$ cat config.mk
export PLATFORM = sky130hd
export DESIGN_NAME = instr_fill_ctrl
export DESIGN_NICKNAME = d
export VERILOG_FILES = /design/src/rtl/instr_fill_ctrl.sv
export SDC_FILE = /design/constraint.sdc
export NUM_CORES = 1
export LEC_CHECK = 0
export CELL_PAD_IN_SITES_DETAIL_PLACEMENT = 0
export CELL_PAD_IN_SITES_GLOBAL_PLACEMENT = 2
export CORE_ASPECT_RATIO = 0.75
export CORE_MARGIN = 2
export CORE_UTILIZATION = 21
export DETAILED_ROUTE_END_ITERATION = 6
export HOLD_SLACK_MARGIN = 0.08
export PLACE_DENSITY_LB_ADDON = 0.1
export SYNTH_ARGS = -nofsm -noshare
export SYNTH_HDL_FRONTEND = slang
export SYNTH_SLANG_ARGS = --single-unit
$ cat constraint.sdc
create_clock -name clk -period 2.6 [get_ports clk]
set_input_delay 0.52 -clock clk [delete_from_list [all_inputs] [get_ports clk]]
set_output_delay 0.52 -clock clk [all_outputs]
set_load 0.02 [all_outputs]
$ cat src/rtl/instr_fill_ctrl.sv
// Line-fill controller in front of the 2-way instruction L1.
// On a miss it stalls fetch, streams the 8-word line in ascending order into the L1, then replays the access.
module instr_fill_ctrl #(
  parameter int ADDR_SIZE      = 14,
  parameter int WORD_SIZE      = 32,
  parameter int WORDS_PER_LINE = 8
) (
  input  logic                 clk,
  input  logic                 reset,
  input  logic                 cpu_rd,
  input  logic [ADDR_SIZE-1:0] cpu_addr,
  output logic [WORD_SIZE-1:0] cpu_data,
  output logic                 cpu_stall,
  output logic [ADDR_SIZE-1:0] l1_addr,
  output logic                 l1_we,
  output logic [WORD_SIZE-1:0] l1_wdata,
  input  logic [WORD_SIZE-1:0] l1_dout,
  input  logic                 l1_hit,
  output logic                 mem_rd,
  output logic [ADDR_SIZE-1:0] mem_addr,
  input  logic [WORD_SIZE-1:0] mem_rdata,
  input  logic                 mem_rvalid
);

  localparam int WORD_OFFSET_BITS = $clog2(WORDS_PER_LINE);
  localparam int LINE_BITS        = ADDR_SIZE - WORD_OFFSET_BITS;
  localparam logic [WORD_OFFSET_BITS-1:0] LAST_OFFSET = WORD_OFFSET_BITS'(WORDS_PER_LINE - 1);

  typedef enum logic [2:0] {
    IDLE   = 3'd0,
    REQ    = 3'd1,
    WAIT   = 3'd2,
    WRITE  = 3'd3,
    REPLAY = 3'd4
  } state_t;

  state_t                      state_r;
  logic [WORD_OFFSET_BITS-1:0] fill_cnt_r;
  logic [LINE_BITS-1:0]        miss_line_r;   // tag+index of the line being filled
  logic [WORD_OFFSET_BITS-1:0] next_cnt_s;
  logic                        miss_s;

  assign miss_s     = cpu_rd & ~l1_hit;
  assign next_cnt_s = fill_cnt_r + {{(WORD_OFFSET_BITS-1){1'b0}}, 1'b1};
  assign cpu_data   = l1_dout;

  // Fill sequencer: state, fill counter and all registered request/write outputs.
  always_ff @(posedge clk) begin
    if (reset) begin
      state_r     <= IDLE;
      fill_cnt_r  <= {WORD_OFFSET_BITS{1'b0}};
      miss_line_r <= {LINE_BITS{1'b0}};
      l1_we       <= 1'b0;
      l1_wdata    <= {WORD_SIZE{1'b0}};
      mem_rd      <= 1'b0;
      mem_addr    <= {ADDR_SIZE{1'b0}};
    end else begin
      case (state_r)
        IDLE: begin
          if (miss_s) begin
            miss_line_r <= cpu_addr[ADDR_SIZE-1:WORD_OFFSET_BITS];
            fill_cnt_r  <= {WORD_OFFSET_BITS{1'b0}};
            mem_rd      <= 1'b1;
            mem_addr    <= {cpu_addr[ADDR_SIZE-1:WORD_OFFSET_BITS], {WORD_OFFSET_BITS{1'b0}}};
            state_r     <= REQ;
          end else begin
            state_r <= IDLE;
          end
        end
        REQ: begin
          mem_rd  <= 1'b0;
          state_r <= WAIT;
        end
        // Only a return while waiting is accepted; stray valids elsewhere are ignored.
        WAIT: begin
          if (mem_rvalid) begin
            l1_wdata <= mem_rdata;
            l1_we    <= 1'b1;
            state_r  <= WRITE;
          end else begin
            state_r <= WAIT;
          end
        end
        WRITE: begin
          l1_we <= 1'b0;
          if (fill_cnt_r == LAST_OFFSET) begin
            state_r <= REPLAY;
          end else begin
            fill_cnt_r <= next_cnt_s;
            mem_rd     <= 1'b1;
            mem_addr   <= {miss_line_r, next_cnt_s};
            state_r    <= REQ;
          end
        end
        // A replay that still misses is re-detected as an ordinary miss from IDLE.
        REPLAY: begin
          state_r <= IDLE;
        end
        default: begin
          state_r <= IDLE;
          l1_we   <= 1'b0;
          mem_rd  <= 1'b0;
        end
      endcase
    end
  end

  // L1 address routing and fetch stall.
  always_comb begin
    l1_addr   = cpu_addr;
    cpu_stall = 1'b1;
    case (state_r)
      IDLE: begin
        l1_addr   = cpu_addr;
        cpu_stall = miss_s;
      end
      REPLAY: begin
        l1_addr   = cpu_addr;
        cpu_stall = ~l1_hit;
      end
      REQ, WAIT, WRITE: begin
        l1_addr   = {miss_line_r, fill_cnt_r};
        cpu_stall = 1'b1;
      end
      default: begin
        l1_addr   = cpu_addr;
        cpu_stall = 1'b1;
      end
    endcase
  end

endmodule

Yosys cells after proc, flatten, opt, wreduce, memory -nomap -nowiden
Index checks and enable logic that the tools add are counted.
Storage, ports and cells
  flip-flop bits (word level): 65
  bits in latches: 0
  memory bits (writable): 0
  memory bits (read-only): 0
  input port bits: 83
  output and inout bits: 95
  logic and storage cells: 47
  memories: 0
Cells by class
  add/subtract/negate cells: 1
  $mul: 0
  div/mod/pow operators: 0
  $lt $le $gt $ge: 0
  eq/ne operators: 8
  shift-type cells: 0
  multiplexer cells: 17
  bitwise gates (word level): 4
  reductions and logical operators: 10
Operator list (number)
  14-bit two-way mux: 3
  14-bit one-hot mux with 2 select lines: 1
  3-bit one-hot mux with 4 select lines: 1
  3-bit two-way mux: 3
  3-bit by 2-bit equality test with 1-bit output (second input constant): 2
  3-bit equality test (second input constant): 2
  2-bit != test (second input constant): 3
  3-bit one-hot mux with 2 select lines: 1
  2-bit AND reduction: 3
  3-bit AND reduction: 2
  3-bit OR reduction: 2
  1-bit two-way mux: 5
  1-bit one-hot mux with 2 select lines: 2
  3-bit by 1-bit adder with 3-bit output (second input constant): 1
  3-bit by 1-bit equality test with 1-bit output (second input constant): 1
  3-bit zero test: 1
  1-bit NOT: 3
  1-bit one-hot mux with 3 select lines: 1
  2-bit nonzero test: 1
  2-bit OR reduction: 1
  1-bit AND: 1

Logic depth before layout (Yosys ltp)
Gate-level depths: netlist of the first run.
  depth in word-level cells: 4
  gate-level depth with buffers: 6

Least setup slack after synthesis of the first run
Ideal clock, no wire load.
  path type: register -> output
  start: register state_r[2]
  end: output port cpu_stall
  arrival: 1.479 ns
  required time: 2.080 ns
  path slack: 0.601 ns
  cell stages (with the launch flop): 5
  path through: dfxtp_1 buf_1 clkbuf_1 nor2_1 o21ai_0
On the way
  word-level cells in the longest chain between the ends: 2
  elaborated cells on any way between the ends: 3
  classes of those cells: eq/ne (1); mux (1); reduce/logical (1)
RTL lines
  start: declaration: RTL line 37  | state_t state_r;
  start signal: assignment: RTL line 50  | state_r <= IDLE;
  start signal: assignment: RTL line 65  | state_r <= REQ;
  start signal: assignment: RTL line 67  | state_r <= IDLE;
  3-bit equality test or 3-bit zero test (tied branches): RTL line 112  | case (state_r)
  1-bit one-hot mux with 2 select lines *: RTL line 112
  end: declaration: RTL line 13  | output logic cpu_stall,
Every way passes the cells marked *; elsewhere a longest branch is shown, timed or not.

Final worst setup path of the first run
  start: register state_r[0]
  end: output port l1_addr[4]
On the way
  word-level cells in the longest chain between the ends: 3
  elaborated cells on any way between the ends: 5
  classes of those cells: eq/ne (3); mux (1); reduce/logical (1)
RTL lines
  3-bit by 1-bit equality test with 1-bit output or 3-bit by 2-bit equality test with 1-bit output (tied branches): RTL line 112
  3-bit OR reduction *: RTL line 112
  14-bit two-way mux *: RTL line 112
  end: declaration: RTL line 14  | output logic [ADDR_SIZE-1:0] l1_addr,
Marked as above.

==> results of run 1 <==
synthesized netlist by cell type (all sizes together):
library cell	n
ha	2
a221oi	11
or4b	1
nand2b	3
nor3b	2
a21oi	49
nand3b	4
nand4bb	1
buf	45
mux2	14
nor2	15
dfxtp	62
nand2	66
nor4bb	1
a311oi	1
nor4b	1
xnor2	1
nand3	11
and4bb	1
mux2i	11
o21ai	19
clkbuf	14
inv	3
nor3	1
area by class of cell:
class / count / area share
inverters: 3 / 0.00259
well taps: 175 / 0.0504
multi-input cells: 215 / 0.305
clock inverters: 3 / 0.00978
clock buffers: 13 / 0.0599
flip-flops and latches: 62 / 0.285
repair buffers: 127 / 0.287
cell families (layout without fill, tap and decap cells):
logic type,after synthesis,after routing,share of synthesized area
and+or+nand+nor,107,107,0.170
DFF,62,62,0.422
xor gates and xnor gates,1,1,0.00298
AOI/OAI and AO/OA,80,80,0.174
buffers and inverters,62,146,0.133
muxes,25,25,0.0909
adders and majority gates,2,2,0.00850
repair_timing:
| item | CTS | global route |
|---|---|---|
| resized for setup | 0 | 1 |
| setup buffers | 0 | 0 |
| hold buffers | 0 | 0 |
| setup endpoints to repair | 0 | 1 |
how the worst max path moves through the flow:
stage / startpoint / depth (start not counted) / to
after floorplan: state_r[2]$_SDFF_PP0_ / 4 / cpu_stall
after global placement: cpu_rd / 4 / cpu_stall
after detailed placement: cpu_rd / 4 / cpu_stall
after CTS: state_r[0]$_SDFF_PP0_ / 4 / l1_addr[5]
after global routing: state_r[2]$_SDFF_PP0_ / 5 / l1_addr[4]
final: state_r[0]$_SDFF_PP0_ / 4 / l1_addr[4]
registers in the layout, indices dropped and copies added (netlist names):
register,cells
l1_wdata,32
mem_rd,1
l1_we,1
state_r,3
miss_line_r,11
mem_addr,14
power breakdown:
part           leakage [nW]  internal (W)  switching, W
logic                 0.910      0.000282      0.000269
clock network         0.146      0.000793      0.000433
registers             0.504       0.00100     0.0000272
total                  1.56       0.00208      0.000729
tightest hold or removal path: cells and delay by family, from the launching register on:
family / cells / cell delay [ns]
AO/OA/AOI/OAI: 1 / 0.05
flip-flops: 1 / 0.30
buffers and inverters: 1 / 0.05
metal layers:
layer  share of wire  track usage
met2            0.43        0.183
met1            0.49        0.163
met4           0.014       0.0443
met5               0            0
met3           0.067       0.0437
per-stage QoR:
step	area, sq um	hold WS, ns	utilization
after global routing	4350	0.465	0.317
after CTS	4350	0.456	0.317
after floorplan	2940	0.464	-
after global placement	4040	0.442	0.295
final	4350	0.450	0.317
after detailed placement	4040	0.448	0.295
==> results.txt, run 1 <==
The number of buffers created by CTS came out at 9. The fraction of layout instances using a drive strength above 1 came out at 0.137. The time the final worst path needs with I/O delays and setup is around 2.5 ns. The clock tree buffer depth came out at 2. The die area came out at 15,000 sq um. The post-detailed-route count of antenna-violating nets is 0. The relative slew slack is 0.587. Setup repair after global routing left no endpoint under its margin. The die boundary height came out at 107 um.

The final setup skew came out at ~0.0064 ns. The library cell used most frequently in the layout, excluding fill and tap cells, is sky130_fd_sc_hd__clkdlybuf4s50_1. The final critical-path share of the clock period is 0.958. The number of flip-flops and latches in the synthesized netlist is 62.

The pin count of the biggest net entering global routing came out at 33. The post-route setup TNS came out at 0 ns. In the global route stage, overall resource usage came out at 0.123. The total count of max-transition violations in the final report is 0.

The number of nets handed over by synthesis was ~420. In the final design database the tool counted just over 500 nets. The count of clock tree sinks is 62.

For this design the static power due to leakage is 1.56 nW. Setup slack on the worst reg-to-reg path comes out at 0.84 ns. TritonCTS built the clock tree. The filler cells instantiated in the layout total 1,472. The sequential element share of the synthesized area came out at 0.422. Once routing completed, OpenROAD measured the worst setup slack at 0.109 ns. The flow ran to the end, and the final reports show no timing, DRC or antenna violations. By startpoint and endpoint, the worst setup path is classified as flop to primary output. STA classifies the critical path endpoint as a primary output. The stage delay of the slowest cell on the critical path is 0.55 ns. The initial cell density of the core came out at 0.215. The pre-CTS setup slack is 0.218 ns. IR analysis of the VDD net gives a maximum drop of between 0.2 and 0.3 mV.

The DRC violation total after the first TritonRoute iteration came out at 114. The clock transition at the register clock pins on the worst setup and hold paths after CTS came out at 0.05 ns. The number of antenna violations at the first check in global routing came out at 0. The area growth from synthesis to layout came out at 47.7%. The cell family contributing the most delay on the critical path is buffers and inverters. The total overflow reported by the global router is 0.

For the pin with the worst max-slew slack, the measured transition is 0.618 ns. The number of placed instances, taps included came out at about 580. The final instance count without filler cells is ~600. The sum of buffers and inverters on the critical path is 2. The count of inserted antenna diode cells came out at 0. The slowest cell on the critical path is sky130_fd_sc_hd__clkdlybuf4s50_1. The number of cells on the worst reg-to-reg path is 5. The placeable core area came out at 13,700 sq um.

Data on the critical path arrives at its endpoint at 1.97 ns. The endpoint identified for the worst register-to-register timing path is mem_addr[6]$_SDFFE_PP0P_. By area the synthesized netlist is led by sky130_fd_sc_hd__dfxtp_1, sky130_fd_sc_hd__buf_4, sky130_fd_sc_hd__nand2_1, sky130_fd_sc_hd__a21oi_1, sky130_fd_sc_hd__mux2_2. The power per standard cell area is around 640 nW/um^2.

The wire-length estimate of the detail-placed layout is 6120 um. The first detailed-routing pass took 5 iterations. The path with the worst hold slack has its endpoint at mem_rd$_SDFFE_PP0P_.

The data required time at the worst endpoint is 2.08 ns. The overall die width came out at 141 um. Registers take 1240 sq um. The worst register-to-register path begins at mem_addr[0]$_SDFFE_PP0P_. The worst hold path was traced through 2 stages. The via count of the first global-routing pass is 2,591. The synthesized area per cell is 8.68 sq um. The tree is rooted in a sky130_fd_sc_hd__clkbuf_16.

The area of the mapped netlist came out at 2940 sq um. The type of origin of the critical path is a flop. The latest clock arrival within the worst-skew pair is between 0.3 and 0.4 ns. The count of input and output buffers came out at between 100 and 150. The worst hold path belongs to the class flop to flop.

The highest clock rate came out at 0.401 GHz. The max-cap check violation count came out at 0. The average vias per placed instance came out at 4.37. The number of warning messages in the yosys log is 0.

The total count of hold-check failures in the final report came out at 0. The average routed wire per standard cell came out at ~15 um. In this run the most critical hold path is launched from mem_rd$_SDFFE_PP0P_. The signal on the critical path passes through o21ai_1, buf_4, mux2_2, clkdlybuf4s50_1.

The multi-input combinational cell area is 1330 sq um. The count of boundary I/O pins is roughly 180. The post-synthesis cell type count is 31.

Of the post-synthesis cell area, the dominant cell type holds 0.422. The post-route DRC violation count came out at 0. The setup violation total in the final timing report came out at 0. The number of levels in the clock H-tree is 3. The total power draw came out at 0.00280 W. The final wirelength came out at between 9000 and 10,000 um. The top fanout value on the critical path came out at 10.

The cell type contributing the most total cell area after synthesis is sky130_fd_sc_hd__dfxtp_1. The overall via count from detail_route is 2,614. In the layout the commonest cells are sky130_fd_sc_hd__clkdlybuf4s50_1, sky130_fd_sc_hd__nand2_1, sky130_fd_sc_hd__dfxtp_1. The number of placement rows came out at 37. Routability-driven placement finished with a final weighted congestion of 0.643. The first-pass GRT wire length came out at 14,200 um.

The count of mapped cells out of synthesis came out at 339.
No activity file was read; power rests on OpenSTA's default activity.
==> run 2, diff against run 1 <==
- ABC_CLOCK_PERIOD_IN_PS: unset -> 2600
- CTS_BUF_LIST: unset -> sky130_fd_sc_hd__clkbuf_4 sky130_fd_sc_hd__clkbuf_8 sky130_fd_sc_hd__clkbuf_16
==> run 2 against run 1 <==
Effect of this change: register-to-register slack is essentially flat; clock power about the same; sequential share of layout area about the same; maximum frequency is essentially flat; utilization up 0.055 points; flip-flop and latch count stayed put; final cell count is the same; critical path type unchanged.
==> results.txt, run 2 (synthesized netlist as in run 1, its figures left out) <==
The average vias per placed instance came out at 4.37 (unchanged). Setup repair after global routing left no endpoint under its margin. The count of fill cells added during filler insertion came out at 1,470 (-0.14%). The path class of the tightest hold or removal check is flop to flop. The number of buffers inserted for hold repair after clock tree synthesis is 0 (unchanged). The number of detailed-routing iterations run before antenna repair came out at 5 (unchanged).

The post-detailed-route count of antenna-violating nets came out at 0 (unchanged). The die boundary height is 107 um (unchanged). The area growth from synthesis to layout is 47.9%. The largest registers in the layout are l1_wdata: 32 flops, mem_addr: 14 flops, miss_line_r: 11 flops. The overall via count from detail_route is 2,614 (unchanged). The total overflow reported by the global router was 0 (unchanged). The routability-driven placement congestion ratio came out at 0.643 (unchanged). The beginning of the critical path is state_r[0]$_SDFF_PP0_. The highest clock rate is 0.401 GHz (about the same). The worst-case vdd ir drop came out at 0.289 mV (about the same). In this run the critical register-to-register path is captured at mem_addr[6]$_SDFFE_PP0P_. The latest clock arrival within the worst-skew pair was 0.33 ns (about the same).

The number of buffers created by CTS is 9 (unchanged). In this run the clock root is driven by a sky130_fd_sc_hd__clkbuf_16. The fraction of layout instances using a drive strength above 1 is 0.142 (+0.00473). The final instance count without filler cells came to 598 (unchanged). The clock tree from TritonCTS is yes. The top fanout value on the critical path came to 10 (unchanged). The initial cell density of the core is 0.215 (unchanged). The library cell used most frequently in the layout, excluding fill and tap cells, is sky130_fd_sc_hd__clkdlybuf4s50_1. The relative slew slack is 0.587 (unchanged).

The final setup skew came to 0.00641 ns (+0.0000324 ns). The placed wire-length estimate came to 6120 um (unchanged). For this design, the slowest cell found on the critical path is sky130_fd_sc_hd__clkdlybuf4s50_1. Leaving out fill and tap cells, the most frequent cells in the layout are sky130_fd_sc_hd__clkdlybuf4s50_1, sky130_fd_sc_hd__nand2_1, sky130_fd_sc_hd__dfxtp_1. The count of boundary I/O pins is 178 (unchanged). The post-route cell area is 4360 sq um (+0.17%). The final worst slack was 0.109 ns (+0.00000400 ns).

The clock transition at the register clock pins on the worst setup and hold paths after CTS came out at 0.05 ns (about the same). The clock tree buffer depth came to 2 (unchanged). The count of input and output buffers is 113 (unchanged). The max-cap check violation count was 0 (unchanged). The flow ran to the end, and the final reports show no timing, DRC or antenna violations. The number of placement rows is 37 (unchanged). STA classifies the critical path startpoint as a flop. The worst flop-to-flop path startpoint is mem_addr[0]$_SDFFE_PP0P_. The number of setup buffers added after CTS came out at 0 (unchanged).

More flip-flops sit in one register than any other, and that register is l1_wdata. The number of cells on the worst reg-to-reg path is 5 (unchanged). The setup path with the least slack is of type flop to primary output.

The final wirelength is 9100 um (unchanged). The all-layer global routing usage is 0.123 (unchanged). The count of clock tree sinks is 62 (unchanged). The total count of max-transition violations in the final report is 0 (unchanged). The DRC violation total after the first TritonRoute iteration is 114 (unchanged).

The time the final worst path needs with I/O delays and setup came to 2.49 ns (-0.00000400 ns). The setup violation total in the final timing report is 0 (unchanged). The average routed wire per standard cell is 15.2 um (unchanged). The final critical-path share of the clock period is 0.958 (about the same).

The power per standard cell area was 649 nW/um^2 (+0.57%). The count of inserted antenna diode cells was 0 (unchanged). The register-to-register path setup slack came out at 0.84 ns (about the same). The slew at the pin closest to its max-slew limit was 0.618 ns (unchanged). The flip-flop count of the largest register after layout came out at 32 (unchanged).

The pre-CTS setup slack was 0.218 ns (unchanged). The number of gates resized after CTS came out at 0 (unchanged). The pin count of the biggest net entering global routing came out at 33 (unchanged). The termination of the worst setup path is l1_addr[4]. The placeable core area is 13,700 sq um (unchanged). The overall die width came out at 141 um (unchanged).

The stage delay of the slowest cell on the critical path was 0.55 ns (about the same). The leakage power is 1.57 nW (+0.44%). The logic depth of the worst path, buffers included came out at 4 (unchanged). Walking the worst path, the cells encountered are o21ai_1, buf_4, mux2_2, clkdlybuf4s50_1. The sum of buffers and inverters on the critical path is 2 (unchanged).

The number of nets at the end of the flow is 503 (unchanged). The total count of hold-check failures in the final report came to 0 (unchanged). The data required time at the worst endpoint is 2.08 ns (about the same).

STA classifies the critical path endpoint as a primary output. The post-route DRC violation count is 0 (unchanged). The first-pass GRT wire length came out at 14,200 um (unchanged). The placed cell area is 4040 sq um (unchanged).

The post-route setup TNS is 0 ns (unchanged). The via count of the first global-routing pass is 2,591 (unchanged). The cell family contributing the most delay on the critical path is buffers and inverters. The arrival time of the worst setup path is 1.97 ns (about the same).

The final worst hold slack is 0.450 ns (unchanged). The number of levels in the clock H-tree came out at 3 (unchanged). The die area was 15,000 sq um (unchanged).

The number of placed instances, taps included came out at 582 (unchanged). The number of antenna violations at the first check in global routing is 0 (unchanged).
[run 2: cell counts in the layout (fill, tap and decap cells not counted)]
No cell type changed its count.
[run 2: worst min path at each step]
stage | startpoint | to | slack, ns | depth (start not counted)
6_report | mem_rd$_SDFFE_PP0P_ | mem_rd$_SDFFE_PP0P_ | 0.45 | 2
5_1_grt | l1_wdata[17]$_SDFFE_PP0P_ | l1_wdata[17]$_SDFFE_PP0P_ | 0.47 | 2
4_1_cts | l1_wdata[17]$_SDFFE_PP0P_ | l1_wdata[17]$_SDFFE_PP0P_ | 0.46 | 2
3_5_place_dp | l1_wdata[17]$_SDFFE_PP0P_ | l1_wdata[17]$_SDFFE_PP0P_ | 0.45 | 2
3_3_place_gp | l1_wdata[31]$_SDFFE_PP0P_ | l1_wdata[31]$_SDFFE_PP0P_ | 0.44 | 2
2_1_floorplan | miss_line_r[0]$_SDFFE_PP0P_ | miss_line_r[0]$_SDFFE_PP0P_ | 0.46 | 2
[run 2: layout make-up]
class | count | area [sq um] | share of cell area
well taps | 175 | 219 | 0.0503
multi-input cells | 215 | 1330 | 0.305
clock buffers | 13 | 268 | 0.0615
inverters | 3 | 11.3 | 0.00259
flip-flops and latches | 62 | 1240 | 0.285
repair buffers | 127 | 1250 | 0.286
clock inverters | 3 | 42.5 | 0.00977
[run 2: stage by stage]
step	power, W	utilization
2_1_floorplan	0.00140	-
3_3_place_gp	0.00161	0.295
3_5_place_dp	0.00161	0.295
4_1_cts	0.00289	0.318
5_1_grt	0.00295	0.318
6_report	0.00282	0.318
[run 2: tightest hold or removal path: cells and delay by family (launching register included)]
kind                   cells  cell delay, ns
flip-flops                 1            0.30
AO/OA/AOI/OAI              1            0.05
buffers and inverters      1            0.05
[run 2: routing by layer]
layer	GRT usage	vias to the layer above	wire, um
met5	0	-	0
met4	0.0443	0	123
li1	-	1289	-
met3	0.0437	14	609
met1	0.163	1235	4430
met2	0.183	76	3940
[run 2: power breakdown]
part / switching [W] / leakage (nW) / internal (W)
Sequential: 0.0000272 / 0.504 / 0.00100
Clock: 0.000433 / 0.153 / 0.000814
Combinational: 0.000269 / 0.910 / 0.000282
Total: 0.000729 / 1.57 / 0.00210
==> run 3, diff against run 2 <==
- CORE_ASPECT_RATIO: 0.75 -> unset
==> run 3 against run 2 <==
Effect of this change: highest routed layer unchanged; critical path type unchanged; die area is essentially flat; count of clock-buffer cells in the layout is the same; via count shrank 0.80%; largest power group unchanged; global-route usage grew 0.17 points; setup slack gained 0.043 ns.
==> results.txt, run 3 (synthesized netlist as in run 1, its figures left out) <==
The run finished with clean final reports. In this run the critical register-to-register path is captured at mem_addr[5]$_SDFFE_PP0P_. The number of buffers inserted for hold repair after clock tree synthesis came to 0 (unchanged). The count of boundary I/O pins is 178 (unchanged). The DRC violation total after the first TritonRoute iteration was 141 (+24%). The number of detailed-routing iterations run before antenna repair came out at 4 (-1). The clock root buffer master is sky130_fd_sc_hd__clkbuf_16.

The met1 capacity usage during global routing is 0.154 (-0.00882). The worst hold path belongs to the class flop to flop. The worst flop-to-flop path startpoint is mem_addr[0]$_SDFFE_PP0P_. The overall die width came out at 122 um (-13%).

The placeable core area was 13,800 sq um (+0.51%). The total overflow reported by the global router came out at 0 (unchanged). The average vias per placed instance came to 4.30 (-1.6%). The global-route track usage on met2 came out at 0.184 (+0.00180). The largest register by flop count is l1_wdata. The initial cell density of the core was 0.214 (-0.00109). The placed cell area is 4080 sq um (+0.96%). The startpoint identified for the worst hold timing path is mem_rd$_SDFFE_PP0P_. The time the final worst path needs with I/O delays and setup came to 2.45 ns (-0.0434 ns). The slowest stage of the critical path belongs to the cell sky130_fd_sc_hd__clkdlybuf4s50_1. The number of setup buffers added after CTS is 0 (unchanged). The highest clock rate was 0.409 GHz (+1.8%). The total power draw is 0.00273 W (-3.5%). The via count of the first global-routing pass is 2,551 (-1.5%). The area growth from synthesis to layout came out at 48.1%. The worst setup path is launched from a flop. The largest registers in the layout are l1_wdata: 32 flops, mem_addr: 14 flops, miss_line_r: 11 flops. The number of antenna violations at the first check in global routing came out at 0 (unchanged). The number of buffers created by CTS is 9 (unchanged). The fraction of layout instances using a drive strength above 1 was 0.144 (+0.00236). The final critical-path share of the clock period came out at 0.941 (-0.0167). The total count of hold-check failures in the final report came out at 0 (unchanged). The final setup skew came to 0.00447 ns (-0.00194 ns). The stage delay of the slowest cell on the critical path is 0.54 ns (about the same). The clock transition at the register clock pins on the worst setup and hold paths after CTS came out at 0.05 ns (about the same). The endpoint of the worst hold-timing path is mem_rd$_SDFFE_PP0P_. The all-layer global routing usage came out at 0.124 (+0.00168). The power per standard cell area is 625 nW/um^2 (-3.6%). In the layout the commonest cells are sky130_fd_sc_hd__clkdlybuf4s50_1, sky130_fd_sc_hd__nand2_1, sky130_fd_sc_hd__dfxtp_1.

Traced cell by cell, the critical path runs through inv_1, o21ai_1, buf_4, mux2_2, clkdlybuf4s50_1. The layer flagged by global routing as most heavily used is met2. The core occupancy in the finished layout came out at 0.317 (-0.00125).

The post-route cell area came out at 4360 sq um (+0.11%). The clock tree from TritonCTS is yes. The latest clock arrival within the worst-skew pair came out at 0.33 ns (about the same). The post-route setup TNS is 0 ns (unchanged). The leading cell type in the layout, fill and taps excluded is sky130_fd_sc_hd__clkdlybuf4s50_1. The post-route DRC violation count is 0 (unchanged).

The number of gates resized after CTS is 0 (unchanged). STA classifies the critical path endpoint as a primary output. The final instance count without filler cells came out at 603 (+0.84%). The total count of max-transition violations in the final report is 0 (unchanged). The number of cells on the worst reg-to-reg path is 5 (unchanged).

The max-cap check violation count came to 0 (unchanged). The overall via count from detail_route came out at 2,593 (-0.80%). The count of input and output buffers is 113 (unchanged).

The placed wire-length estimate came to 6060 um (-1.1%). The average routed wire per standard cell came out at 15.1 um (-0.70%). The first-pass GRT wire length is 13,900 um (-2.0%). The arrival time of the worst setup path came out at 1.93 ns (-0.04 ns). The data required time at the worst endpoint was 2.08 ns (about the same). The worst-case vdd ir drop came to 0.196 mV (-32%). The number of nets at the end of the flow came out at 505 (+0.40%). The number of levels in the clock H-tree is 3 (unchanged).

The flip-flop count of the largest register after layout came out at 32 (unchanged). The die boundary height is 122 um (+15%). The clock tree buffer depth is 2 (unchanged). Setup repair after global routing left no endpoint under its margin. The routing usage on met3 came out at 0.0516 (+0.00789).

The setup violation total in the final timing report came out at 0 (unchanged). The number of placed instances, taps included is 589 (+1.2%). The routability-driven placement congestion ratio is 0.664 (+3.2%).

The register-to-register path setup slack was 0.88 ns (+0.04 ns). The top fanout value on the critical path is 10 (unchanged). The die area came to 15,000 sq um (about the same). The slew at the pin closest to its max-slew limit came out at 0.589 ns (-0.0290 ns). The relative slew slack came out at 0.607 (+0.0194).

The critical path class is flop to primary output. The count of clock tree sinks is 62 (unchanged). The final wirelength was 9120 um (+0.13%). The count of inserted antenna diode cells is 0 (unchanged). The count of fill cells added during filler insertion was 1,526 (+3.8%). The number of stages on the worst hold path is 2 (unchanged). The post-detailed-route count of antenna-violating nets is 0 (unchanged). The leakage power is 1.56 nW (-0.52%).

The pin count of the biggest net entering global routing came out at 34 (+3.0%). The number of placement rows is 43 (+16%).
[run 3: changes by cell type in the layout (fill, tap and decap cells not counted), sizes merged]
cell	delta
dlymetal6s2s	-1
clkinvlp	-1
buf	+2
clkdlybuf4s50	+1
bufinv	-1
[run 3: layer usage]
layer,wire (um),vias to the layer above
li1,-,1286
met1,3980,1204
met2,4070,90
met3,890,13
met4,178,0
met5,0,-
[run 3: how the worst max path moves through the flow]
stage	startpoint	end	slack [ns]	cells after the start
detailed placement	cpu_rd	cpu_stall	0.10	4
global route	state_r[2]$_SDFF_PP0_	l1_addr[5]	0.06	5
floorplan	state_r[2]$_SDFF_PP0_	cpu_stall	0.60	4
finish	state_r[2]$_SDFF_PP0_	l1_addr[12]	0.15	5
CTS	cpu_rd	cpu_stall	0.10	4
global placement	cpu_rd	cpu_stall	0.09	4
[run 3: worst max-delay path: cells and delay by family (launching register included)]
family                 cells  cell delay [ns]
multiplexers               1             0.36
AO/OA/AOI/OAI              1             0.09
flip-flops                 1             0.33
buffers and inverters      3             0.81
[run 3: layout make-up]
type	instances	area, sq um	share of cell area
clock buffer	13	274	0.0628
clock inverter	1	5.00	0.00115
tap	180	225	0.0516
sequential	62	1240	0.285
multi-input combinational	215	1330	0.306
inverter	3	11.3	0.00258
timing repair buffer	129	1270	0.292
[run 3: report_power, final]
group | leakage (nW) | total (W) | internal (W) | switching (W)
Clock | 0.141 | 0.00114 | 0.000721 | 0.000422
Combinational | 0.914 | 0.000557 | 0.000287 | 0.000270
Sequential | 0.504 | 0.00103 | 0.00100 | 0.0000270
Total | 1.56 | 0.00273 | 0.00201 | 0.000719
[run 3: stage by stage]
step / worst slack (ns) / hold WS (ns)
3_3_place_gp: 0.0886 / 0.441
4_1_cts: 0.103 / 0.457
3_5_place_dp: 0.103 / 0.449
5_1_grt: 0.0575 / 0.476
6_report: 0.153 / 0.450
2_1_floorplan: 0.601 / 0.464
